[src/rtl/rca_pkg.sv]
// Shared definitions for the ripple-carry / serial arithmetic datapath blocks.
// Holds the serial-unit state encoding used by serial_subtractor.
package rca_pkg;

    localparam logic [1:0] ST_IDLE = 2'd0;
    localparam logic [1:0] ST_RUN  = 2'd1;
    localparam logic [1:0] ST_DONE = 2'd2;

    // Encoding 2'd3 is never produced; the FSM decodes it as IDLE.
    typedef enum logic [1:0] {
        S_IDLE = ST_IDLE,
        S_RUN  = ST_RUN,
        S_DONE = ST_DONE
    } state_t;

endpackage

[src/rtl/fullsubtractor.sv]
// One-bit full subtractor cell: diff = a - b - bin, with borrow-out.
module fullsubtractor (
    input  logic a,
    input  logic b,
    input  logic bin,
    output logic diff,
    output logic bout
);

    assign diff = a ^ b ^ bin;
    assign bout = (~a & b) | (~(a ^ b) & bin);

endmodule

[src/rtl/serial_subtractor.sv]
// Bit-serial two's-complement subtractor: diff = x - y - bin, one bit per clock,
// with a start/busy/done handshake and results held until the next operation ends.
module serial_subtractor
    import rca_pkg::*;
#(
    parameter int unsigned WIDTH = 4
) (
    input  logic             clk,
    input  logic             rst,
    input  logic             start,
    input  logic [WIDTH-1:0] x,
    input  logic [WIDTH-1:0] y,
    input  logic             bin,
    output logic             busy,
    output logic             done,
    output logic [WIDTH-1:0] diff,
    output logic             bout,
    output logic             ovf
);

    localparam int unsigned CW = (WIDTH > 1) ? $clog2(WIDTH) : 1;

    state_t           state;
    state_t           state_next;
    logic [CW-1:0]    count;
    logic [WIDTH-1:0] x_sr;
    logic [WIDTH-1:0] y_sr;
    logic [WIDTH-1:0] d_sr;
    logic             br;
    logic             accept_c;
    logic             step_c;
    logic             last_c;
    logic             cell_d;
    logic             cell_b;

    fullsubtractor u_cell (
        .a    (x_sr[0]),
        .b    (y_sr[0]),
        .bin  (br),
        .diff (cell_d),
        .bout (cell_b)
    );

    // Next-state and datapath control
    always_comb begin
        state_next = state;
        accept_c   = 1'b0;
        step_c     = 1'b0;
        last_c     = 1'b0;
        case (state)
            S_RUN: begin
                step_c = 1'b1;
                if (count == CW'(WIDTH - 1)) begin
                    last_c     = 1'b1;
                    state_next = S_DONE;
                end
            end
            S_DONE: state_next = S_IDLE;
            default: begin
                if (start) begin
                    accept_c   = 1'b1;
                    state_next = S_RUN;
                end
            end
        endcase
    end

    always_ff @(posedge clk) begin
        if (rst) begin
            state <= S_IDLE;
            count <= '0;
            x_sr  <= '0;
            y_sr  <= '0;
            d_sr  <= '0;
            br    <= 1'b0;
            busy  <= 1'b0;
            done  <= 1'b0;
            diff  <= '0;
            bout  <= 1'b0;
            ovf   <= 1'b0;
        end else begin
            state <= state_next;
            busy  <= (state_next != S_IDLE);
            done  <= (state_next == S_DONE);
            if (accept_c) begin
                x_sr  <= x;
                y_sr  <= y;
                br    <= bin;
                count <= '0;
            end else if (step_c) begin
                x_sr  <= x_sr >> 1;
                y_sr  <= y_sr >> 1;
                br    <= cell_b;
                d_sr  <= {cell_d, d_sr[WIDTH-1:1]};
                count <= last_c ? count : count + CW'(1);
                // On the final bit the shift-register LSBs are the operand MSBs.
                if (last_c) begin
                    diff <= {cell_d, d_sr[WIDTH-1:1]};
                    bout <= cell_b;
                    ovf  <= (x_sr[0] ^ y_sr[0]) & (cell_d ^ x_sr[0]);
                end
            end
        end
    end

endmodule

[config.mk]
export PLATFORM = sky130hd
export DESIGN_NAME = serial_subtractor
export DESIGN_NICKNAME = d
export VERILOG_FILES = /design/src/rtl/rca_pkg.sv /design/src/rtl/fullsubtractor.sv /design/src/rtl/serial_subtractor.sv
export SDC_FILE = /design/constraint.sdc
export NUM_CORES = 1
export LEC_CHECK = 0
export CORE_ASPECT_RATIO = 1.75
export CORE_MARGIN = 3
export CORE_UTILIZATION = 41
export DETAILED_ROUTE_END_ITERATION = 10
export PLACE_DENSITY = 0.66
export SYNTH_ARGS = -nofsm -noshare
export SYNTH_HDL_FRONTEND = slang
export SYNTH_SLANG_ARGS = --single-unit
[constraint.sdc]
create_clock -name clk -period 2.2 [get_ports clk]
set_clock_uncertainty 0.2 [all_clocks]
set_input_delay 0.44 -clock clk [delete_from_list [all_inputs] [get_ports clk]]
set_output_delay 0.44 -clock clk [all_outputs]
set_load 0.01 [all_outputs]
### Yosys cells after proc, flatten, opt, wreduce, memory -nomap -nowiden

Index checks and enable logic that the tools add are counted.

* output and inout bits: 8
* register bits after elaboration: 25
* word-level logic and storage cells: 48

* bitwise operators: 11
* mux-type cells: 14
* reduce and logical (&&, ||, !) cells: 7
* equal/unequal tests: 4
* add/subtract/negate cells: 1

Operator list (count)
* $mux 4: 4
* $mux 1: 7
* $eq 2x2->1 const B: 3
* $mux 2: 2
* $not 1->1: 4
* $pmux 2 s2: 1
* $reduce_and 2->1: 2
* $reduce_bool 2->1: 2
* $reduce_or 2->1: 2
* $and 1x1->1: 3
* $reduce_and 3->1: 1
* $xor 1x1->1: 3
* $add 2x1->2 const B: 1
* $eq 2x1->1 const B: 1
* $or 1x1->1: 1

### Longest topological paths before layout

* depth after elaboration: 6
* depth in mapped cells: 7
* depth with buffers taken out: 5

### Hierarchy

Synthesis repeated with hierarchy kept, for this count alone.

* cell total of the unflattened synthesis: 111
* area total of the unflattened synthesis: 1077.3 µm²

By module, submodules not included
* serial_subtractor: area an instance 1046.0 µm², cells an instance 107, times used 1, seq. area each 480.5 µm²
* fullsubtractor: area an instance 31.3 µm², cells an instance 4, times used 1, seq. area each 0.0 µm²

### Least setup slack after synthesis

Ideal clock, no wire load.

* kind: register to register
* from: register state[1]
* to: register ovf
* clock period less this slack: 1.842 ns
* setup slack: 0.358 ns
* data arrival time: 1.572 ns
* cell stages (with the launch flop): 7
* cell sequence: dfxtp_1 -> inv_1 -> ha_1 -> buf_6 -> a21bo_4 -> or4_1 -> a21oi_1

* cells in the longest elaborated chain, start to end: 5

RTL lines
* start, declared: line serial_subtractor.sv:23 `state_t state;`
* start signal, assigned: line serial_subtractor.sv:82 `state <= state_next;`
* $eq 2x2->1 / $eq 2x1->1 (equally long branches): line serial_subtractor.sv:50 `case (state)`
* $reduce_or 2->1 (no source line)
* $mux 1: line serial_subtractor.sv:50
* $not 1->1 (no source line)
* $reduce_and 3->1 (no source line) (*)
* end signal, assigned: line serial_subtractor.sv:100 `ovf <= (x_sr[0] ^ y_sr[0]) & (cell_d ^ x_sr[0]);`
* end, declared: line serial_subtractor.sv:18 `output logic ovf`

Every way passes the cells marked *; elsewhere a longest branch is shown, timed or not.
A chain may end at the register's enable or synchronous reset.

### Worst setup path after layout

Ends and elaborated chain as after synthesis.

==> metrics.csv <==
stage;metric;value;unit
status;status;finished, final reports clean;
timing;timing_max_transition_violations_final;0;
setup_path;criticalPathCategory;reg -> reg;
routing;detailroute.via_count;847;
global_route;grt_antenna_before_repair;0;
pwr;leakagePower;0.000479;µW
timing;timing.final.crit_share;0.894;
floorplan;fp.coreArea;2330;µm²
routing;first_pass_detailed_route_iteration_total;4;
clocking;holdBufCountCts;0;
yosys;synthesis.area;1030;µm²
flow_run;cap_viol_max_count;0;
timing;final_hold_viol_count;0;
floorplan;die_w;43.8;µm
routing;antenna_left;0;
final_layout;fill_cells;210;
clocking;root_buffer;sky130_fd_sc_hd__clkbuf_8;
yosys;netlist_cell_types;28;
clocking;clock_tree.htree_level_count;1;
floorplan;die_height;72.2;µm
worst_hold_path;min_path_type;reg -> reg;
global_route;grt_remaining_overflow;0;
yosys;synth_seq_area_share;0.468;
global_route;groute.usage.overall;0.144;
setup_path;critical_path.endpoint_type;flip-flop;
pwr;design_power_total;915;µW
clocking;post_cts_resize_count;0;
setup_path;critPathArrivalTime;1.96;ns
pwr;ir_drop;0.000520;V
clocking;cts_setup_buffers;0;
setup_path;cp-start-kind;flip-flop;
routing;via_per_inst;5.36;
global_route;grt_max_degree;19;
yosys;synth_nets;125;
floorplan;initial_core_util;0.441;
timing;max_slew.worst_pin.slew;0.323;ns
clocking;worst_setup_hold_path_clk_slew;0.08;ns
yosys;postSynthCellCount;109;
clocking;clkSinkCount;24;
yosys;yosys_register_bits;24;
routing;detailedRoute.firstIterationViolations;1;
routing;wl;2070;µm
clocking;clock_buffer_depth;2;
global_route;grt_first_pass_wirelength;3510;µm
pwr;power-per-cell-area;693;nW/µm²
clocking;cts-buffers-inserted;3;
setup_path;timing.critical_path.required;2.20;ns
timing;rsz0062_at_grt;no;
yosys;synth-warning-count;0;
placed_design;post-place-cells;154;
floorplan;design.die.area;3170;µm²
routing;wl_per_cell;13.1;µm
timing;period_needed;1.97;ns
final_layout;post-route-cell-area;1320;µm²
routing;drcViolationCount;0;
placed_design;detailedPlacementHpwl;1550;µm
timing;relSlewSlack;0.784;
setup_path;worst-path-max-fanout;8;
final_layout;n_antenna_cell;0;
yosys;syn_avg_cell_area;9.42;µm²
final_layout;final_cells;158;
floorplan;placement_rows;23;
floorplan;io_pins;20;
clocking;cts_tree;built;
placed_design;detailed_place.area;1260;µm²
placed_design;finalWeightedCongestion;0.779;
placed_design;port_buffers;19;
timing;fmaxAchievable;508;MHz
final_layout;nNetsFinal;150;
timing;setup-violations-final;0;
global_route;number_of_global_route_vias_before_repair;801;
timing;setup_tns;0;ns
clocking;clkLatencyLatePin;0.26;ns
final_layout;area_growth;28.5;%
final_layout;drive_gt1_frac;0.0977;
-- logic make-up after synthesis --
kind of cell / after synthesis / synth area share
compound gates: 31 / 0.200
simple gates: 30 / 0.132
flops: 24 / 0.468
buf+inv: 10 / 0.0499
mux: 8 / 0.0780
fa+ha+maj: 4 / 0.0560
xor+xnor: 2 / 0.0171
-- power breakdown --
part | total [µW] | internal, µW | switching (µW)
Sequential | 471 | 457 | 14.3
Combinational | 147 | 75.2 | 72.2
Clock | 297 | 160 | 138
-- worst paths after layout --
| path | from | cells past startpoint | slack, ns | endpoint |
|---|---|---|---|---|
| setup / recovery | state[1] | 5 | 0.23 | ovf |
| hold / removal | d_sr[1] | 2 | 0.26 | d_sr[1] |
| hold reg to reg | d_sr[1] | 2 | 0.26 | d_sr[1] |
| setup reg to reg | state[1] | 5 | 0.23 | ovf |
-- layout by cell type, fill, tap and decap left out, types with 2 or more instances in the layout --
master / n
sky130_fd_sc_hd__buf_4: 7
sky130_fd_sc_hd__ha_1: 3
sky130_fd_sc_hd__clkdlybuf4s50_1: 19
sky130_fd_sc_hd__inv_1: 4
sky130_fd_sc_hd__mux2i_1: 8
sky130_fd_sc_hd__nor3_1: 2
sky130_fd_sc_hd__dfxtp_1: 24
sky130_fd_sc_hd__a211oi_1: 8
sky130_fd_sc_hd__nand3_1: 6
sky130_fd_sc_hd__a21oi_1: 11
sky130_fd_sc_hd__nand2_1: 8
sky130_fd_sc_hd__clkbuf_8: 4
sky130_fd_sc_hd__nor2_1: 10
sky130_fd_sc_hd__o21ai_0: 6
-- state kept, by name (all words and copies together) (netlist names) --
register  flops
diff          4
x_sr          4
y_sr          4
d_sr          3
count         2
state         2
bout          1
br            1
busy          1
done          1
ovf           1
-- critical path, cell delays in order, from the launching register on --
cell and delay, ns:
sky130_fd_sc_hd__dfxtp_1 0.36, sky130_fd_sc_hd__inv_1 0.06, sky130_fd_sc_hd__ha_1 0.38, sky130_fd_sc_hd__a21bo_4 0.28, sky130_fd_sc_hd__or4_1 0.46, sky130_fd_sc_hd__a21oi_1 0.16
-- area by class of cell --
| type | instances | area, µm² | share of cell area |
|---|---|---|---|
| clock buffer | 4 | 55.1 | 0.0417 |
| timing repair buffer | 26 | 243 | 0.184 |
| sequential | 24 | 480 | 0.364 |
| multi-input combinational | 75 | 495 | 0.375 |
| tap | 25 | 31.3 | 0.0237 |
| inverter | 4 | 15.0 | 0.0114 |
-- metal layers --
layer | global-route usage | share of wire | wire (µm) | vias up
li1 | - | - | - | 434
met1 | 0.165 | 0.40 | 832 | 394
met2 | 0.250 | 0.55 | 1130 | 17
met3 | 0.0248 | 0.041 | 84 | 2
met4 | 0.0705 | 0.0097 | 20 | 0
met5 | 0 | 0 | 0 | -
-- per-stage QoR --
stage	hold WS, ns	utilization	worst slack (ns)
final	0.261	0.566	0.232
after global routing	0.296	0.566	0.140
after CTS	0.263	0.566	0.217
after detailed placement	0.251	0.543	0.159
after global placement	0.243	0.543	0.197
after floorplan	0.237	-	0.358
-- cells in the mapped netlist --
cell type	n	area, µm²
sky130_fd_sc_hd__buf_6	1	11.3
sky130_fd_sc_hd__xnor2_1	1	8.76
sky130_fd_sc_hd__inv_1	4	15.0
sky130_fd_sc_hd__a21oi_1	11	55.1
sky130_fd_sc_hd__clkbuf_1	2	7.51
sky130_fd_sc_hd__nand3_1	6	30.0
sky130_fd_sc_hd__nor4_1	1	6.26
sky130_fd_sc_hd__fa_1	1	20.0
sky130_fd_sc_hd__mux2i_1	8	80.1
sky130_fd_sc_hd__nor3_1	2	10.0
sky130_fd_sc_hd__dfxtp_1	24	480
sky130_fd_sc_hd__and2b_1	1	7.51
sky130_fd_sc_hd__buf_4	1	7.51
sky130_fd_sc_hd__o21a_1	1	7.51
sky130_fd_sc_hd__a31oi_1	1	6.26
sky130_fd_sc_hd__or4_1	1	7.51
sky130_fd_sc_hd__nor2_1	10	37.5
sky130_fd_sc_hd__xor2_1	1	8.76
sky130_fd_sc_hd__and2_1	1	6.26
sky130_fd_sc_hd__nand2_1	8	30.0
sky130_fd_sc_hd__buf_2	2	10.0
sky130_fd_sc_hd__a211oi_1	8	60.1
sky130_fd_sc_hd__o21ai_0	6	30.0
sky130_fd_sc_hd__a21boi_2	1	11.3
sky130_fd_sc_hd__o32a_1	1	10.0
sky130_fd_sc_hd__ha_1	3	37.5
sky130_fd_sc_hd__a311oi_1	1	8.76
sky130_fd_sc_hd__a21bo_4	1	16.3
No activity file was read; power rests on OpenSTA's default activity.
